===== src/rtl/demux_rr_sched.sv =====
// rtl/demux_rr_sched.sv - round-robin 1-to-8 serial demux with bursts and stall timeout
// Each granted channel receives up to BURST_LEN beats; a stalled sink is dropped after TIMEOUT cycles.
module demux_rr_sched #(
  parameter int BURST_LEN = 4,
  parameter int TIMEOUT   = 16
) (
  input  logic       clk,
  input  logic       rst,
  input  logic       in_valid,
  input  logic       i,
  output logic       in_ready,
  input  logic [7:0] ch_en,
  input  logic [7:0] ch_ready,
  output logic [7:0] y,
  output logic [7:0] y_valid,
  output logic [2:0] sel,
  output logic       burst_done,
  output logic       timeout
);

  typedef enum logic [1:0] {IDLE, SCAN, XFER} state_t;

  localparam logic [7:0] LAST_BEAT  = 8'(BURST_LEN - 1);
  localparam logic [7:0] LAST_STALL = 8'(TIMEOUT - 1);

  state_t     state, state_nx;
  logic [2:0] sel_q, ptr, pick;
  logic [7:0] beat_cnt, stall_cnt;
  logic       ready_c, xfer, stall, last_beat, last_stall;

  // Lowest k wins, so the search runs upward from ptr+1; k=8 wraps back to ptr itself.
  always_comb begin
    pick = ptr;
    for (int k = 8; k >= 1; k--) begin
      if (ch_en[ptr + 3'(k)]) pick = ptr + 3'(k);
    end
  end

  always_comb begin
    ready_c    = (state == XFER) & ch_en[sel_q] & ch_ready[sel_q];
    xfer       = in_valid & ready_c;
    stall      = (state == XFER) & ch_en[sel_q] & in_valid & ~ch_ready[sel_q];
    last_beat  = xfer & (beat_cnt == LAST_BEAT);
    last_stall = stall & (stall_cnt == LAST_STALL);

    in_ready   = ready_c & ~rst;
    burst_done = last_beat & ~rst;
    timeout    = last_stall & ~rst;
    sel        = rst ? 3'd0 : sel_q;
    y          = 8'd0;
    y_valid    = 8'd0;
    if (xfer && !rst) begin
      y[sel_q]       = i;
      y_valid[sel_q] = 1'b1;
    end

    state_nx = state;
    unique case (state)
      IDLE: if (|ch_en) state_nx = SCAN;
      SCAN: state_nx = (|ch_en) ? XFER : IDLE;
      XFER: begin
        if (!ch_en[sel_q] || last_beat || last_stall) state_nx = SCAN;
      end
      default: state_nx = IDLE;
    endcase
  end

  always_ff @(posedge clk) begin
    if (rst) begin
      state     <= IDLE;
      sel_q     <= 3'd0;
      ptr       <= 3'd7;
      beat_cnt  <= 8'd0;
      stall_cnt <= 8'd0;
    end else begin
      state <= state_nx;
      if (state == SCAN && |ch_en) begin
        sel_q     <= pick;
        ptr       <= pick;
        beat_cnt  <= 8'd0;
        stall_cnt <= 8'd0;
      end else if (xfer) begin
        beat_cnt  <= beat_cnt + 8'd1;
        stall_cnt <= 8'd0;
      end else if (stall) begin
        stall_cnt <= stall_cnt + 8'd1;
      end
    end
  end

endmodule


===== config.mk =====
export PLATFORM = sky130hd
export DESIGN_NAME = demux_rr_sched
export DESIGN_NICKNAME = d
export VERILOG_FILES = /design/src/rtl/demux_rr_sched.sv
export SDC_FILE = /design/constraint.sdc
export NUM_CORES = 1
export LEC_CHECK = 0
export CORE_UTILIZATION = 25
export DETAILED_ROUTE_END_ITERATION = 8
export DONT_BUFFER_PORTS = 1
export PLACE_DENSITY_LB_ADDON = 0.25
export SETUP_SLACK_MARGIN = 0.1
export SYNTH_ARGS = -nofsm -noshare
export SYNTH_HDL_FRONTEND = slang
export SYNTH_SLANG_ARGS = --single-unit
export TNS_END_PERCENT = 10

===== constraint.sdc =====
create_clock -name clk -period 3.79 [get_ports clk]
set_input_delay 0.9475 -clock clk [delete_from_list [all_inputs] [get_ports clk]]
set_output_delay 0.9475 -clock clk [all_outputs]
set_load 0.01 [all_outputs]

==> impl_metrics.py <==
metrics = {
    "outcome": {
        "outcome": "finished, final reports clean",
    },
    "global_route": {
        "grt_antenna_before_repair": 0,
        "grt_pass1_wl_um": 9050,
        "overflow": 0,
        "grt_usage": 0.126,
        "grt_pass1_vias": 1832,
        "grt_max_degree": 20,
    },
    "routing": {
        "drtIter0Drc": 58,
        "final_antenna_net_count": 0,
        "routed_wl_um": 5650,
        "via_count": 2008,
        "drc": 0,
        "drt_first_pass_iters": 4,
        "wl_per_cell_um": 15.0,
        "via_per_inst": 5.34,
    },
    "cts": {
        "tritoncts": "built",
        "htreeDepth": 1,
        "clk_pin_slew_ps": 90,
        "numCtsBuffers": 3,
        "cts_setup_buffers": 0,
        "cts_resized": 0,
        "clock_path_buffers": 2,
        "cts.sinks": 24,
        "cts_root_buffer": "clkbuf_8",
        "clk_latency_ps": 270,
        "ctsHoldBuffers": 0,
    },
    "yosys": {
        "syn_inst": 272,
        "netlist_top_cells_area": "dfxtp_1, mux4_1, nor2_1",
        "synth_top_area_frac": 0.220,
        "ys_ff_latch": 24,
        "synth_top_area_cell": "dfxtp_1",
        "syn-cell-area_um2": 2180,
        "ys_seq_area_frac": 0.220,
        "yosys_most_used_dff": "dfxtp_1",
        "yosysMostFrequentCell": "nor2_1",
        "postSynth.asyncResetShare": 0,
        "synth.distinct_cells": 56,
        "yosysWarnings": 0,
        "synth_edf_count": 0,
        "synth_common_cells": "nor2_1, nand2_1, dfxtp_1",
        "synthesis.nets": 296,
        "syn_avg_cell_area_um2": 8.03,
    },
    "power_and_ir_drop": {
        "pwr_density_cell_nw_per_um2": 545,
        "peakVddDrop_mv": 0.161,
        "total_power_mw": 1.30,
        "p_leak_nw": 0.877,
    },
    "place": {
        "dp_hpwl_um": 4400,
        "gp_congestion": 0.830,
        "port_buffers": 0,
        "place_inst": 372,
        "postPlaceCellArea_um2": 2310,
    },
    "floorplanning": {
        "dieArea_um2": 9110,
        "rows": 33,
        "start_util": 0.262,
        "io_pins": 42,
        "die_h_um": 95.5,
        "core_um2": 8340,
        "die_width_um": 95.5,
    },
    "min_path": {
        "hp-class": "reg -> reg",
    },
    "timing": {
        "drv_slew": 0,
        "finalSetupViolations": 0,
        "rsz0062_at_grt": "yes",
        "fin_setup_tns_ps": 0,
        "skew_ps": 2.62,
        "worst_pin_slew_ps": 686,
        "fmax_mhz": 279,
        "min_period_ps": 3590,
        "hold_viol": 0,
        "finalCritPeriodShare": 0.946,
        "relSlewSlack": 0.540,
    },
    "layout": {
        "final_cell_area_um2": 2380,
        "final_core_util": 0.286,
        "fin_cells": 376,
        "diodes": 0,
        "syn_to_final_growth_pct": 9.23,
        "final_layout_size_suffix_gt1_frac": 0.118,
        "fin_nets": 296,
    },
    "flow_run": {
        "maxCapViolations": 0,
    },
    "setup_path": {
        "cp-start-kind": "flip-flop",
        "arrival_ps": 2640,
        "worstSetupPathType": "reg -> out",
        "worstPathRequired_ps": 2840,
        "cp-end-kind": "output port",
        "cp_max_fo": 14,
    },
}
==> layout make-up <==
cell class              count  area [µm²]
clock inverters             1        30.0
fillers                   907        5960
inverters                  11        41.3
multi-input cells         221        1580
flip-flops and latches     24         480
well taps                 105         131
clock buffers               3        41.3
repair buffers             11        82.6
==> flip-flops by register name, indices dropped and copies added (netlist names) <==
register   count
state          2
ptr            3
beat_cnt       8
stall_cnt      8
sel_q          3
==> logic make-up (layout without fill, tap and decap cells) <==
logic type                 after synthesis  in the layout  synth area share
muxes                                   24             24             0.177
adders and majority gates                4              4            0.0229
DFF                                     24             24             0.220
xor gates and xnor gates                17             17            0.0682
AOI/OAI and AO/OA                       51             51             0.182
buffers and inverters                   27             26            0.0573
and+or+nand+nor                        125            125             0.272
==> where the power goes <==
group	leakage, nW	switching [mW]	internal (mW)	total (mW)
registers	0.195	0.0383	0.275	0.313
clock network	0.0357	0.0871	0.141	0.228
logic	0.646	0.432	0.326	0.758
==> placed cells by master (no fill, tap or decap), types with 2 or more instances in the layout <==
master	synthesis	layout
nor2_1	40	40
nand2_1	33	33
dfxtp_1	24	24
xnor2_1	13	13
mux2i_1	12	12
inv_1	11	11
a21oi_1	11	11
nor4_1	11	11
buf_4	0	11
nand3_1	9	9
nor3_1	8	8
mux4_1	6	6
o211ai_1	5	5
nand2b_1	4	4
a211oi_1	4	4
xor2_1	4	4
ha_1	4	4
nor2b_1	3	3
o221ai_1	3	3
o31ai_1	3	3
and3_1	3	3
o21ai_0	3	3
mux4_2	3	3
clkbuf_8	0	3
or3b_2	2	2
a211o_1	2	2
nor3b_1	2	2
o211a_1	2	2
mux2_4	2	2
a31o_2	2	2
nand4_1	2	2
a22oi_1	2	2
a22o_1	2	2
==> final timing paths <==
kind / from / endpoint / slack [ps] / cells past startpoint
max: sel_q[2] / burst_done / 200 / 8
min: stall_cnt[1] / stall_cnt[1] / 510 / 2
max reg2reg: ptr[0] / ptr[0] / 790 / 9
min reg2reg: stall_cnt[1] / stall_cnt[1] / 510 / 2
==> worst max-delay path, cell delays in order, from the launching register on <==
cell and delay (ps):
dfxtp_1 600, nand2b_1 220, o221ai_1 160, a221o_1 460, buf_4 190, nor2_2 170, nand2_1 70, nor4_1 320
buf_4 180
==> per-stage QoR <==
| step | setup WS, ps | hold slack [ps] |
|---|---|---|
| floorplan | 229 | 466 |
| global placement | 285 | 481 |
| detailed placement | 220 | 494 |
| CTS | 161 | 507 |
| global route | 18.6 | 554 |
| finish | 203 | 509 |
==> layer usage <==
layer	track usage	wire [µm]	up-vias
li1	-	-	997
met1	0.156	2550	977
met2	0.224	2780	32
met3	0.0367	297	2
met4	0.0112	19	0
met5	0	0	-
Power figures use the tool's default switching activity.
